<file path="src/rtl/radix4_booth_mult_if.sv">
// Operand/result bundle for the radix-4 Booth multiplier.
// The master issues start and operands; the slave (the multiplier) returns prd, busy and done.
interface radix4_booth_mult_if #(
   parameter int WIDTH = 8
);
   logic               start;
   logic               signed_mode;
   logic [WIDTH-1:0]   mc;
   logic [WIDTH-1:0]   mp;
   logic [2*WIDTH-1:0] prd;
   logic               busy;
   logic               done;

   modport master (
      output start, signed_mode, mc, mp,
      input  prd, busy, done
   );

   modport slave (
      input  start, signed_mode, mc, mp,
      output prd, busy, done
   );
endinterface

</file>
<file path="src/rtl/radix4_booth_mult.sv">
// Sequential radix-4 Booth multiplier that retires two multiplier bits per CALC cycle.
// Operands are widened by two bits, so signed and unsigned use the same recoding.
module radix4_booth_mult #(
   parameter int WIDTH = 8
) (
   input logic                clk,
   input logic                rst,
   radix4_booth_mult_if.slave bus
);
   localparam int EW = WIDTH + 2;
   localparam int AW = WIDTH + 4;
   localparam int N  = WIDTH / 2 + 1;
   localparam int CW = $clog2(N + 1);

   typedef enum logic [1:0] {IDLE, CALC, DONE} state_t;

   state_t          state, state_nxt;
   logic [AW-1:0]   a, m, m2, addend, a_sum, a_nxt;
   logic [EW-1:0]   q, q_nxt;
   logic            qm1;
   logic [CW-1:0]   cnt;
   logic            load, last;

   assign load     = bus.start && (state != CALC);
   assign last     = (state == CALC) && (cnt == CW'(N - 1));
   assign bus.busy = (state == CALC);
   assign bus.done = (state == DONE);

   always_ff @(posedge clk or posedge rst) begin
      if (rst) state <= IDLE;
      else     state <= state_nxt;
   end

   always_comb begin
      state_nxt = state;
      case (state)
         IDLE:    if (load) state_nxt = CALC;
         CALC:    if (last) state_nxt = DONE;
         DONE:    state_nxt = load ? CALC : IDLE;
         default: state_nxt = IDLE;
      endcase
   end

   // Recode the current bit triplet, accumulate, then shift {A,Q,Q_-1} right by two.
   always_comb begin
      m2     = {m[AW-2:0], 1'b0};
      addend = '0;
      case ({q[1:0], qm1})
         3'b001, 3'b010: addend = m;
         3'b011:         addend = m2;
         3'b100:         addend = '0 - m2;
         3'b101, 3'b110: addend = '0 - m;
         default:        addend = '0;
      endcase
      a_sum = a + addend;
      a_nxt = {{2{a_sum[AW-1]}}, a_sum[AW-1:2]};
      q_nxt = {a_sum[1:0], q[EW-1:2]};
   end

   always_ff @(posedge clk or posedge rst) begin
      if (rst) begin
         a       <= '0;
         m       <= '0;
         q       <= '0;
         qm1     <= 1'b0;
         cnt     <= '0;
         bus.prd <= '0;
      end else if (load) begin
         a   <= '0;
         m   <= {{4{bus.signed_mode & bus.mc[WIDTH-1]}}, bus.mc};
         q   <= {{2{bus.signed_mode & bus.mp[WIDTH-1]}}, bus.mp};
         qm1 <= 1'b0;
         cnt <= '0;
      end else if (state == CALC) begin
         a   <= a_nxt;
         q   <= q_nxt;
         qm1 <= q[1];
         cnt <= cnt + CW'(1);
         // The product is exposed only once the final step has been applied.
         if (last) bus.prd <= {a_nxt[WIDTH-3:0], q_nxt};
      end
   end
endmodule

</file>
<file path="src/flat_wrapper.sv">
// flat-port wrapper written by rule: the top's interface ports become plain ports
module radix4_booth_mult_flat 
#(
   parameter int WIDTH = 8
)
  (clk, rst, bus_start, bus_signed_mode, bus_mc, bus_mp, bus_prd, bus_busy, bus_done);
  radix4_booth_mult_if #(.WIDTH(WIDTH)) bus_i ();
  input logic clk;
  input logic rst;
  input wire logic [$bits(bus_i.start)-1:0] bus_start;
  input wire logic [$bits(bus_i.signed_mode)-1:0] bus_signed_mode;
  input wire logic [$bits(bus_i.mc)-1:0] bus_mc;
  input wire logic [$bits(bus_i.mp)-1:0] bus_mp;
  output wire logic [$bits(bus_i.prd)-1:0] bus_prd;
  output wire logic [$bits(bus_i.busy)-1:0] bus_busy;
  output wire logic [$bits(bus_i.done)-1:0] bus_done;
  assign bus_i.start = bus_start;
  assign bus_i.signed_mode = bus_signed_mode;
  assign bus_i.mc = bus_mc;
  assign bus_i.mp = bus_mp;
  assign bus_prd = bus_i.prd;
  assign bus_busy = bus_i.busy;
  assign bus_done = bus_i.done;
  radix4_booth_mult #(.WIDTH(WIDTH)) u_core (.clk(clk), .rst(rst), .bus(bus_i));
endmodule
</file>
<file path="config.mk">
export PLATFORM = sky130hd
export DESIGN_NAME = radix4_booth_mult_flat
export DESIGN_NICKNAME = d
export VERILOG_FILES = /design/src/rtl/radix4_booth_mult_if.sv /design/src/rtl/radix4_booth_mult.sv /design/src/flat_wrapper.sv
export SDC_FILE = /design/constraint.sdc
export NUM_CORES = 1
export LEC_CHECK = 0
export ABC_AREA = 1
export CORE_MARGIN = 3
export CORE_UTILIZATION = 60
export CTS_CLUSTER_SIZE = 16
export DETAILED_ROUTE_END_ITERATION = 8
export GPL_TIMING_DRIVEN = 0
export PLACE_DENSITY = 0.86
export SLEW_MARGIN = 20
export SYNTH_ARGS = -nofsm -noshare
export SYNTH_HDL_FRONTEND = slang
export SYNTH_SLANG_ARGS = --single-unit
</file>
<file path="constraint.sdc">
create_clock -name clk -period 5.3 [get_ports clk]
set_input_delay 1.06 -clock clk [delete_from_list [all_inputs] [get_ports clk]]
set_output_delay 1.06 -clock clk [all_outputs]
set_load 0.02 [all_outputs]
</file>
Yosys cells after proc, flatten, opt, wreduce, memory -nomap -nowiden. Index checks and enable logic that the tools add are counted.

Flip-flop bits (word level): 53. Input bits: 20. Output and inout bits: 18. Word-level logic and storage cells: 47.

Add/sub/neg operators: 4. Equality and inequality tests: 12. Muxes and demuxes: 13. Bitwise operators: 3. Reduce and logical (&&, ||, !) cells: 8.

Operators with widths (count): 12-bit one-hot mux with 4 select lines (1); 12-bit 2-to-1 mux (2); 10-bit 2-to-1 mux (2); 12-bit adder (1); 3-bit == test, second input constant (4); 1-bit by 10-bit subtractor with 11-bit output, first input constant (1); 1-bit by 9-bit subtractor with 10-bit output, first input constant (1); 3-bit by 2-bit == test with 1-bit output, second input constant (2); 3-bit 2-to-1 mux (2); 2-bit by 1-bit inequality test with 1-bit output, second input constant (3); 2-bit one-hot mux with 3 select lines (1); 2-bit 2-to-1 mux (2); 2-bit OR reduction (2); 3-bit by 1-bit adder with 3-bit output, second input constant (1); 3-bit by 1-bit == test with 1-bit output, second input constant (1); 1-bit 2-to-1 mux (3); 3-bit AND reduction (1); 1-bit AND (2); 2-bit by 1-bit == test with 1-bit output, second input constant (1); 2-bit == test, second input constant (1); 1-bit logical AND (2); 2-bit logical NOT (1); 2-bit AND reduction (1); 2-bit nonzero test (1); 1-bit NOT (1).

Logic depth before layout (Yosys ltp). Gate-level depths: netlist (run 1).

Depth after elaboration: 6. Gate-level depth with buffers: 20. Gate-level depth less buffers: 20.

Worst setup path after synthesis (run 1). No wires, ideal clock.

Path type: reg2reg. Start point: register u_core.m[1]. End point: register u_core.a[4]. Library setup time: 0.118 ns. Data arrival time: 2.112 ns. Required time: 5.182 ns. Path slack: 3.070 ns. Cell stages (with the launch flop): 15. Buffers on the path: 0. Clock period less this slack: 2.230 ns. Path through: dfrtp_1 > inv_1 > ha_1 > nand2_1 > nor2_2 > xor2_1 > inv_1 > a21oi_1 > nand2_1 > ha_1 > a21oi_1 > nand2_1 > or2_1 > nand3_1 > nand2_1.

Longest elaborated chain between the ends: 5. Elaborated cells on any way between the ends: 6. Classes of those cells: add/sub (3); mux (3).

Ends and longest elaborated chain: start: declaration (RTL line radix4_booth_mult.sv:18) `logic [AW-1:0] a, m, m2, addend, a_sum, a_nxt;`; start signal: assignment (RTL line radix4_booth_mult.sv:70) `m <= {{4{bus.signed_mode & bus.mc[WIDTH-1]}}, bus.mc};`; 1-bit by 10-bit subtractor with 11-bit output / 1-bit by 9-bit subtractor with 10-bit output (equally long branches) (RTL line radix4_booth_mult.sv:51, radix4_booth_mult.sv:52); 12-bit one-hot mux with 4 select lines (*) (RTL line radix4_booth_mult.sv:48) `case ({q[1:0], qm1})`; 12-bit adder (*) (RTL line radix4_booth_mult.sv:55) `a_sum = a + addend;`; 12-bit 2-to-1 mux (*) (RTL line radix4_booth_mult.sv:74) `end else if (state == CALC) begin`; 12-bit 2-to-1 mux (*) (RTL line radix4_booth_mult.sv:68) `end else if (load) begin`; end signal: assignment (RTL line radix4_booth_mult.sv:75) `a <= a_nxt;`; end: declaration (RTL line radix4_booth_mult.sv:18).

Mark *: on every way between the ends. The rest lies on a longest branch, timed or not. The select of a mux whose other input is x is not followed. A chain may end at the register's enable or synchronous reset.

Worst setup path after layout (run 1).
Start point: register u_core.state[1]. End point: output bus_busy.

Longest elaborated chain between the ends: 1.

Ends and longest elaborated chain: start: declaration (RTL line radix4_booth_mult.sv:17) `state_t state, state_nxt;`; start signal: assignment (RTL line radix4_booth_mult.sv:31) `else state <= state_nxt;`; 2-bit by 1-bit == test with 1-bit output (RTL line radix4_booth_mult.sv:26) `assign bus.busy = (state == CALC);`; end: declaration (RTL line flat_wrapper.sv:15) `output wire logic [$bits(bus_i.busy)-1:0] bus_busy;`.

No other way between the ends.

==> impl_metrics.env, run 1 <==
export IMPL_ios=38
export IMPL_cts_sinks=51
export IMPL_outcome="complete, no violations"
export IMPL_stdcell_count=513
export IMPL_cp_max_fo=10
export IMPL_die_h_um=76.8
export IMPL_clkTransAtPathRegs_ps=100
export IMPL_power_density_nw_per_um2=732
export IMPL_finalSetupViolCount=0
export IMPL_hold_end="u_core.bus.prd[14]"
export IMPL_ys_warn_count=0
export IMPL_fin_tns_setup_ps=0
export IMPL_seq_area_um2=1280
export IMPL_cts_buffers=5
export IMPL_grt_pass1_wl_um=12100
export IMPL_worst_ep_required_time_ps=4240
export IMPL_syn_avg_cell_area_um2=7.51
export IMPL_wirelength_um=6880
export IMPL_fin_area_um2=3580
export IMPL_crit_path_max_incr_delay_ps=640
export IMPL_worst_path_max_delay_cell="clkdlybuf4s50_1"
export IMPL_fillCellCount=384
export IMPL_portBuffers=37
export IMPL_hp_start="u_core.bus.prd[14]"
export IMPL_nets=480
export IMPL_grt_start_max_net_pins=28
export IMPL_post_drt_via_cell_ratio=5.39
export IMPL_hold_viol_final=0
export IMPL_grtUsageTotal_pct=25.3
export IMPL_yosys_top_cells_count="141 x nand2_1, 52 x inv_1, 51 x dfrtp_1"
export IMPL_clock_tree_htree_level_count=2
export IMPL_final_max_slew_viol_count=0
export IMPL_worst_clock_skew_ps=9.28
export IMPL_die_area_um2=5890
export IMPL_synth_edf_count=0
export IMPL_place_congestion=0.915
export IMPL_worstMarginPinSlew_ps=606
export IMPL_first_global_vias=2715
export IMPL_tritoncts="yes"
export IMPL_antenna_found_initial=0
export IMPL_postCtsSetupBuffers=0
export IMPL_worstPathCellList="inv_1 > nand2_2 > inv_1 > buf_2 > clkdlybuf4s50_1"
export IMPL_via_count=2763
export IMPL_route_detailed_drc=0
export IMPL_antenna_left=0
export IMPL_dr_pass1_iters=4
export IMPL_synth_cells=400
export IMPL_drive_gt1_share_pct=7.62
export IMPL_leakage_uw=0.00182
export IMPL_overflow=0
export IMPL_post_drt_wl_per_cell_um=13.4
export IMPL_timing_slew_headroom_pct=59.5
export IMPL_cts_root_buffer="clkbuf_8"
export IMPL_numPlacedInstances=505
export IMPL_regToRegStartpoint="u_core.m[1]"
export IMPL_rsz0062_at_grt="false"
export IMPL_synth_top_area_share_pct=42.5
export IMPL_clockBufferDepth=2
export IMPL_drv_cap=0
export IMPL_drt_initial_drc_count=201
export IMPL_cts_repair_resized=0
export IMPL_insertion_delay_ps=320
export IMPL_area_delta_synth_final_pct=19.1
export IMPL_post_route_util_pct=74.8
export IMPL_synthFlopType="dfrtp_1"
export IMPL_synthTopCellsByArea="dfrtp_1 42%, nand2_1 18%, inv_1 6.5%"
export IMPL_startpoint_type="flop"
export IMPL_multi_input_area_um2=1470
export IMPL_yosysTopAreaCell="dfrtp_1"
export IMPL_synth_most_common_cell="nand2_1"
export IMPL_endpoint_kind="output pin"
export IMPL_yosysSeqAreaShare_pct=42.5
export IMPL_fin_crit_sh_pct=57.6
export IMPL_syn_area_um2=3000
export IMPL_min_period_ps=3050
export IMPL_whs_path_depth=2
export IMPL_start_util_pct=62.8
export IMPL_diodes=0
export IMPL_ys_ff_latch=51
export IMPL_path_class="reg -> out"
export IMPL_cts_hold_buf=0
export IMPL_cp_common_cell="inv_1"
export IMPL_die_x_um=76.8
export IMPL_dpl_cell_area_um2=3490
export IMPL_r2r_cells=18
export IMPL_synth_net_count=435
export IMPL_fmax_mhz=328
export IMPL_row_count=25
export IMPL_async_reset_ff_share_pct=100
export IMPL_yosysUniqueCellTypes=32
export IMPL_hold_class="reg -> reg"
export IMPL_hpwl_um=5430
export IMPL_core_um2=4790
export IMPL_worst_r2r_endpoint="u_core.a[5]"
export IMPL_p_total_uw=2620
export IMPL_ir_worst_vdd_mv=0.375
export IMPL_cp_arrival_ps=1990
export IMPL_reg2reg_slack_ps=2680
cell type report:
| cell class | instances | area share [%] |
|---|---|---|
| Buffer | 8 | 1.08 |
| Clock buffer | 5 | 1.92 |
| Clock inverter | 3 | 0.664 |
| Inverter | 59 | 6.19 |
| Multi-Input combinational cell | 282 | 41.0 |
| Sequential cell | 51 | 35.7 |
| Tap cell | 67 | 2.34 |
| Timing Repair Buffer | 38 | 11.1 |
flip-flops by register name (all words and copies together) (netlist names):
name	count
u_core.bus.prd	16
u_core.a	10
u_core.q	10
u_core.m	9
u_core.cnt	3
u_core.state	2
u_core.qm1	1
routing by layer:
layer | vias to the layer above | wire [um] | GRT usage, %
li1 | 1377 | - | -
met1 | 1313 | 2920 | 31.3
met2 | 68 | 3560 | 45.7
met3 | 5 | 340 | 3.87
met4 | 0 | 62 | 6.88
met5 | - | 0 | 0
cells by family (layout without fill, tap and decap cells):
family / count (synthesis) / after routing / share of synthesized area [%]
AND/OR/NAND/NOR: 204 / 204 / 29.3
flip-flops: 51 / 51 / 42.5
buffers and inverters: 67 / 113 / 8.66
adder cells (fa/ha/maj): 15 / 15 / 6.50
XOR/XNOR: 8 / 8 / 2.33
AO/OA/AOI/OAI: 55 / 55 / 10.7
power by group:
group | switching (uW) | internal [uW]
registers | 112 | 578
logic | 1060 | 632
clock network | 141 | 95.6
total | 1310 | 1310
cells in the final DEF (no fill, tap or decap), types with 8 or more instances in the layout:
cell               n
nand3_1           28
dfrtp_1           51
inv_1             51
a21oi_1            8
nand2_1          141
o21ai_1           11
nor2_1            14
o21ai_0           19
o221ai_1           8
ha_1              14
clkdlybuf4s50_1   37
per-stage QoR:
step	hold slack, ps	worst slack, ps
2_1_floorplan	454	3010
3_3_place_gp	461	2110
3_5_place_dp	467	2610
4_1_cts	492	2250
5_1_grt	507	2160
6_report	487	2250
critical path, delay by kind of cell (launching register included):
family	cells	cell delay, ps
buffers and inverters	4	1170
flip-flops	1	370
AND/OR/NAND/NOR	1	130
worst max-delay path by stage:
stage	from	to	slack, ps	cells after the start
5_1_grt	u_core.state[1]	bus_busy	2160	5
3_3_place_gp	rst	u_core.m[7]	2110	2
3_5_place_dp	u_core.state[1]	bus_busy	2610	5
4_1_cts	u_core.state[1]	bus_busy	2250	5
6_report	u_core.state[1]	bus_busy	2250	5
2_1_floorplan	rst	u_core.a[0]	3010	1
Note: power is estimated with default switching activity, not from simulation.
==> run 2: changes to the inputs <==
--- a/config.mk
+++ b/config.mk
@@ -7,11 +7,11 @@
 export LEC_CHECK = 0
 export ABC_AREA = 1
 export CORE_MARGIN = 3
-export CORE_UTILIZATION = 60
+export CORE_UTILIZATION = 50
 export CTS_CLUSTER_SIZE = 16
 export DETAILED_ROUTE_END_ITERATION = 8
 export GPL_TIMING_DRIVEN = 0
-export PLACE_DENSITY = 0.86
+export PLACE_DENSITY = 0.77
 export SLEW_MARGIN = 20
 export SYNTH_ARGS = -nofsm -noshare
 export SYNTH_HDL_FRONTEND = slang
==> constraint.sdc (replaced) <==
create_clock -name clk -period 2.6 [get_ports clk]
set_input_delay 0.52 -clock clk [delete_from_list [all_inputs] [get_ports clk]]
set_output_delay 0.52 -clock clk [all_outputs]
set_load 0.02 [all_outputs]
==> run 2 against run 1 <==
Against the previous run: sequential share of layout area fell by 1.7 points; final area rose by 5.1%; clock-buffer cell count did not move; critical path type unchanged; critical endpoint unchanged.
==> impl_metrics.env, run 2 (synthesis results as in run 1) <==
export IMPL_top_regs="u_core.bus.prd x16, u_core.a x10, u_core.q x10"
export IMPL_power_density_nw_per_um2=1560
export IMPL_ios=38
export IMPL_hpwl_um=5310
export IMPL_die_x_um=83.5
export IMPL_endpoint_kind="output pin"
export IMPL_drv_cap=0
export IMPL_cp_max_fo=10
export IMPL_reg2reg_slack_ps=170
export IMPL_internal_power_uw=2970
export IMPL_worst_r2r_endpoint="u_core.bus.prd[14]"
export IMPL_fin_area_um2=3760
export IMPL_post_route_util_pct=66.3
export IMPL_grt_start_max_net_pins=30
export IMPL_fillCellCount=487
export IMPL_outcome="complete, no violations"
export IMPL_crit_start="u_core.state[1]"
export IMPL_min_period_ps=2460
export IMPL_route_detailed_drc=0
export IMPL_nets=483
export IMPL_portBuffers=37
export IMPL_timing_slew_headroom_pct=66.1
export IMPL_regToRegStartpoint="u_core.m[1]"
export IMPL_wirelength_um=7050
export IMPL_clock_tree_htree_level_count=2
export IMPL_drive_gt1_share_pct=13.8
export IMPL_place_congestion=0.804
export IMPL_start_util_pct=52.9
export IMPL_swShare_pct=49.4
export IMPL_dr_pass1_iters=4
export IMPL_final_max_slew_viol_count=0
export IMPL_post_drt_via_cell_ratio=5.27
export IMPL_path_class="reg -> out"
export IMPL_grtUsageTotal_pct=20.6
export IMPL_clockBufferDepth=2
export IMPL_clkPwrFrac_pct=8.5
export IMPL_die_area_um2=6970
export IMPL_drt_initial_drc_count=142
export IMPL_largest_reg_flops=16
export IMPL_power_switching_uw=2900
export IMPL_leakage_uw=0.00183
export IMPL_area_delta_synth_final_pct=25.2
export IMPL_hold_viol_final=0
export IMPL_worst_ep_required_time_ps=2080
export IMPL_die_h_um=83.5
export IMPL_via_count=2746
export IMPL_stdcell_count=521
export IMPL_core_um2=5680
export IMPL_post_drt_wl_per_cell_um=13.5
export IMPL_r2r_cells=14
export IMPL_diodes=0
export IMPL_final_common_cell="nand2_1"
export IMPL_first_global_vias=2630
export IMPL_startpoint_type="flop"
export IMPL_fin_crit_sh_pct=94.8
export IMPL_fmax_mhz=406
export IMPL_cts_buffers=5
export IMPL_ir_worst_vdd_mv=0.690
export IMPL_cts_root_buffer="clkbuf_8"
export IMPL_insertion_delay_ps=310
export IMPL_cp_arrival_ps=1940
export IMPL_numPlacedInstances=510
export IMPL_hold_class="reg -> reg"
export IMPL_overflow=0
export IMPL_layout_common_cells="134 x nand2_1, 51 x dfrtp_1, 50 x inv_1, 37 x clkdlybuf4s50_1, 26 x nand3_1"
export IMPL_grt_pass1_wl_um=11800
export IMPL_antenna_found_initial=0
export IMPL_row_count=27
export IMPL_antenna_left=0
export IMPL_crit_end="bus_busy"
export IMPL_hp_start="u_core.bus.prd[13]"
export IMPL_worstMarginPinSlew_ps=508
export IMPL_dpl_cell_area_um2=3480
export IMPL_tritoncts="yes"
export IMPL_worst_clock_skew_ps=6.75
export IMPL_clkTransAtPathRegs_ps=100
export IMPL_combinationalPowerShare_pct=67.2
export IMPL_cts_sinks=51
export IMPL_power_share_sequential_pct=24.3
export IMPL_top_register="u_core.bus.prd"
export IMPL_finalSetupViolCount=0
==> run 2: cell count changes in the layout (fill, tap and decap cells not counted), moves of 3 or more <==
cell / delta
nand2_1: -7
buf_4: +3
nand2_2: +7
nor2_1: -3
a21oi_2: +3
a21oi_1: -3
ha_1: -7
ha_4: +7
==> run 2: metrics by stage <==
stage                     hold WS [ps]  setup TNS (ps)  setup WS [ps]  total power (uW)
after floorplan                    454               0            370              3870
after global placement             465           -4490          -91.4              4710
after detailed placement           474           -76.8          -39.7              4820
after CTS                          501               0           2.01              5370
after global routing               528           -68.0          -23.1              6420
final                              494               0            136              5870
==> run 2: repair_timing <==
action | CTS | global route
hold buffers | 0 | 0
gates resized for setup | 1 | 30
setup endpoints to repair | 2 | 11
pin swaps | 0 | 13
setup buffers | 0 | 3
==> run 2: per-layer routing <==
layer | part of all wire, % | GRT usage [%] | wire (um) | vias to the layer above
met5 | 0 | 0 | 0 | -
li1 | - | - | - | 1376
met1 | 46 | 26.3 | 3260 | 1305
met2 | 48 | 35.8 | 3420 | 57
met3 | 3.7 | 4.15 | 259 | 8
met4 | 1.5 | 5.41 | 105 | 0
==> run 2: layout make-up <==
type                       instances  area [um2]  share of cell area, %
inverter                          59         225                   5.99
multi-input combinational        282        1620                   43.0
buffer                             8        41.3                   1.10
clock buffer                       5        68.8                   1.83
sequential                        51        1280                   33.9
tap                               72        90.1                   2.40
timing repair buffer              41         413                   11.0
clock inverter                     3        27.5                  0.732
==> run 2: power by group through the flow <==
| stage | clock, uW | combinational [uW] | sequential, uW |
|---|---|---|---|
| 4_1_cts | 515 | 3460 | 1400 |
| 3_5_place_dp | 0 | 3400 | 1410 |
| 6_report | 499 | 3940 | 1420 |
| 5_1_grt | 548 | 4400 | 1470 |
| 3_3_place_gp | 0 | 3310 | 1400 |
| 2_1_floorplan | 0 | 2350 | 1520 |
==> run 2: critical path: stages, from the launching register on <==
cell	delay [ps]
dfrtp_1	370
inv_1	80
nand2_2	130
inv_1	180
clkbuf_4	250
clkdlybuf4s50_1	620
==> run 2: how the worst min path moves through the flow <==
| stage | to | slack, ps | cells past startpoint |
|---|---|---|---|
| 5_1_grt | u_core.cnt[2] | 530 | 1 |
| 3_5_place_dp | u_core.bus.prd[13] | 470 | 2 |
| 3_3_place_gp | u_core.bus.prd[13] | 470 | 2 |
| 6_report | u_core.bus.prd[13] | 490 | 2 |
| 2_1_floorplan | u_core.cnt[2] | 450 | 1 |
| 4_1_cts | u_core.cnt[2] | 500 | 1 |
==> run 3: changes to the inputs <==
==> constraint.sdc (replaced) <==
create_clock -name clk -period 2.15 [get_ports clk]
set_input_delay 0.43 -clock clk [delete_from_list [all_inputs] [get_ports clk]]
set_output_delay 0.43 -clock clk [all_outputs]
set_load 0.02 [all_outputs]
==> run 3 against run 2 <==
Against the previous run: the flow now finishes with violations (setup timing); routed wire length grew 9.9%; critical path type is now reg -> reg; register-to-register slack lost 440 ps; worst hold slack lost 19 ps; largest cell class unchanged; final area grew 10%.
==> impl_metrics.env, run 3 (synthesis results as in run 1) <==
export IMPL_outcome="finished with violations"
export IMPL_violations="setup timing"
export IMPL_post_drt_via_cell_ratio=5.24
export IMPL_cp_common_cell="nand2_1"
export IMPL_top_regs="u_core.bus.prd x16, u_core.a x10, u_core.q x10"
export IMPL_hold_class="in -> async"
export IMPL_path_delay_family="simple AND/OR/NAND/NOR gates"
export IMPL_grtUsageTotal_pct=22.4
export IMPL_grt_pass1_wl_um=13100
export IMPL_worst_clock_skew_ps=12.3
export IMPL_rsz0062_at_grt="true"
export IMPL_ios=38
export IMPL_grt_start_max_net_pins=29
export IMPL_die_x_um=83.5
export IMPL_cts_root_buffer="clkbuf_8"
export IMPL_antenna_found_initial=0
export IMPL_fin_tns_setup_ps=-2720
export IMPL_worstMarginPinSlew_ps=534
export IMPL_area_delta_synth_final_pct=37.9
export IMPL_final_common_cell="nand2_1"
export IMPL_crit_path_max_incr_delay_ps=390
export IMPL_worst_r2r_endpoint="u_core.bus.prd[15]"
export IMPL_wirelength_um=7740
export IMPL_row_count=27
export IMPL_startpoint_type="flop"
export IMPL_place_congestion=0.921
export IMPL_first_global_vias=2784
export IMPL_via_count=2852
export IMPL_core_um2=5680
export IMPL_wl_met1_um=3540
export IMPL_reg2reg_slack_ps=-270
export IMPL_cp_arrival_ps=2670
export IMPL_dr_max_layer_used="met4"
export IMPL_endpoint_kind="flop"
export IMPL_die_h_um=83.5
export IMPL_dr_pass1_iters=4
export IMPL_timing_slew_headroom_pct=64.4
export IMPL_wl_met3_um=308
export IMPL_fillCellCount=415
export IMPL_finalSetupViolCount=14
export IMPL_diodes=0
export IMPL_drv_cap=0
export IMPL_cts_buffers=5
export IMPL_tritoncts="yes"
export IMPL_top_register="u_core.bus.prd"
export IMPL_clkTransAtPathRegs_ps=100
export IMPL_clock_tree_htree_level_count=2
export IMPL_multi_input_area_um2=1810
export IMPL_regToRegStartpoint="u_core.m[0]"
export IMPL_die_area_um2=6970
export IMPL_fmax_mhz=413
export IMPL_path_class="reg -> reg"
export IMPL_start_util_pct=52.9
export IMPL_cts_sinks=51
export IMPL_seq_area_um2=1280
export IMPL_largest_reg_flops=16
export IMPL_worstPathCellList="inv_2 > ha_4 > nand2_4 > nor2_4 > xor2_1 > inv_1 > a21oi_2 > nand2_2 > ha_4 > nand2_4 > inv_2 > nand2_1 > nand2_1 > inv_1 > nand2_2 > xor2_2 > nand2_1 > nand2_1"
export IMPL_wl_met2_um=3820
export IMPL_portBuffers=37
export IMPL_cp_max_fo=3
export IMPL_drive_gt1_share_pct=25.4
export IMPL_path_buf_inv=4
export IMPL_overflow=0
export IMPL_insertion_delay_ps=310
export IMPL_clockBufferDepth=2
export IMPL_min_period_ps=2420
export IMPL_hold_viol_final=0
export IMPL_post_drt_wl_per_cell_um=14.2
export IMPL_layout_common_cells="122 x nand2_1, 51 x dfrtp_1, 44 x inv_1, 36 x clkdlybuf4s50_1, 25 x buf_4"
export IMPL_drt_initial_drc_count=176
export IMPL_worst_slack_ps=-272
export IMPL_fin_crit_sh_pct=113
export IMPL_final_max_slew_viol_count=0
export IMPL_worst_path_max_delay_cell="dfrtp_1"
export IMPL_antenna_left=0
export IMPL_r2r_cells=18
export IMPL_hpwl_um=5180
export IMPL_route_detailed_drc=0
export IMPL_nets=506
export IMPL_worst_ep_required_time_ps=2400
[run 3: stage by stage]
step | area, um2 | setup WS (ps) | hold slack (ps) | util (%) | cells
after floorplan | 3050 | 4.83 | 454 | - | 400
after global placement | 3510 | -551 | 464 | 61.9 | 509
after detailed placement | 3530 | -383 | 464 | 62.2 | 510
after CTS | 3980 | -222 | 481 | 70.0 | 537
after global routing | 4140 | -409 | 524 | 73.0 | 544
final | 4140 | -272 | 475 | 73.0 | 544
[run 3: metal layers]
layer / vias up / track usage (%)
met5: - / 0
met4: 0 / 3.80
met3: 11 / 3.75
met2: 60 / 38.4
met1: 1349 / 30.4
li1: 1432 / -
[run 3: timing repair]
| item | in CTS | in global routing |
|---|---|---|
| hold buffers | 0 | 0 |
| endpoints found under the setup margin | 15 | 15 |
| hold endpoints to repair | 0 | 0 |
| pin swaps | 35 | 25 |
| gates resized for setup | 42 | 29 |
| buffers inserted | 19 | 7 |
[run 3: cell type report]
| type | instances | share of cell area (%) |
|---|---|---|
| inverters | 59 | 5.37 |
| flip-flops and latches | 51 | 30.8 |
| clock inverters | 2 | 0.393 |
| multi-input cells | 282 | 43.8 |
| clock buffers | 6 | 1.99 |
| repair buffers | 64 | 14.5 |
| well taps | 72 | 2.17 |
| plain buffers | 8 | 0.996 |
[run 3: worst max path at each step]
stage | start | endpoint | slack, ps | depth (start not counted)
finish | u_core.m[0] | u_core.bus.prd[15] | -270 | 18
global route | u_core.m[0] | u_core.bus.prd[15] | -410 | 18
CTS | u_core.m[1] | u_core.bus.prd[15] | -220 | 18
detailed placement | u_core.m[0] | u_core.bus.prd[15] | -380 | 18
global placement | rst | u_core.state[0] | -550 | 2
floorplan | u_core.m[0] | u_core.a[5] | 5 | 18
Power of run 3 is left out: the tool's default activity adds up to more than one toggle a clock period on the data nets, which glitch-free logic cannot reach.
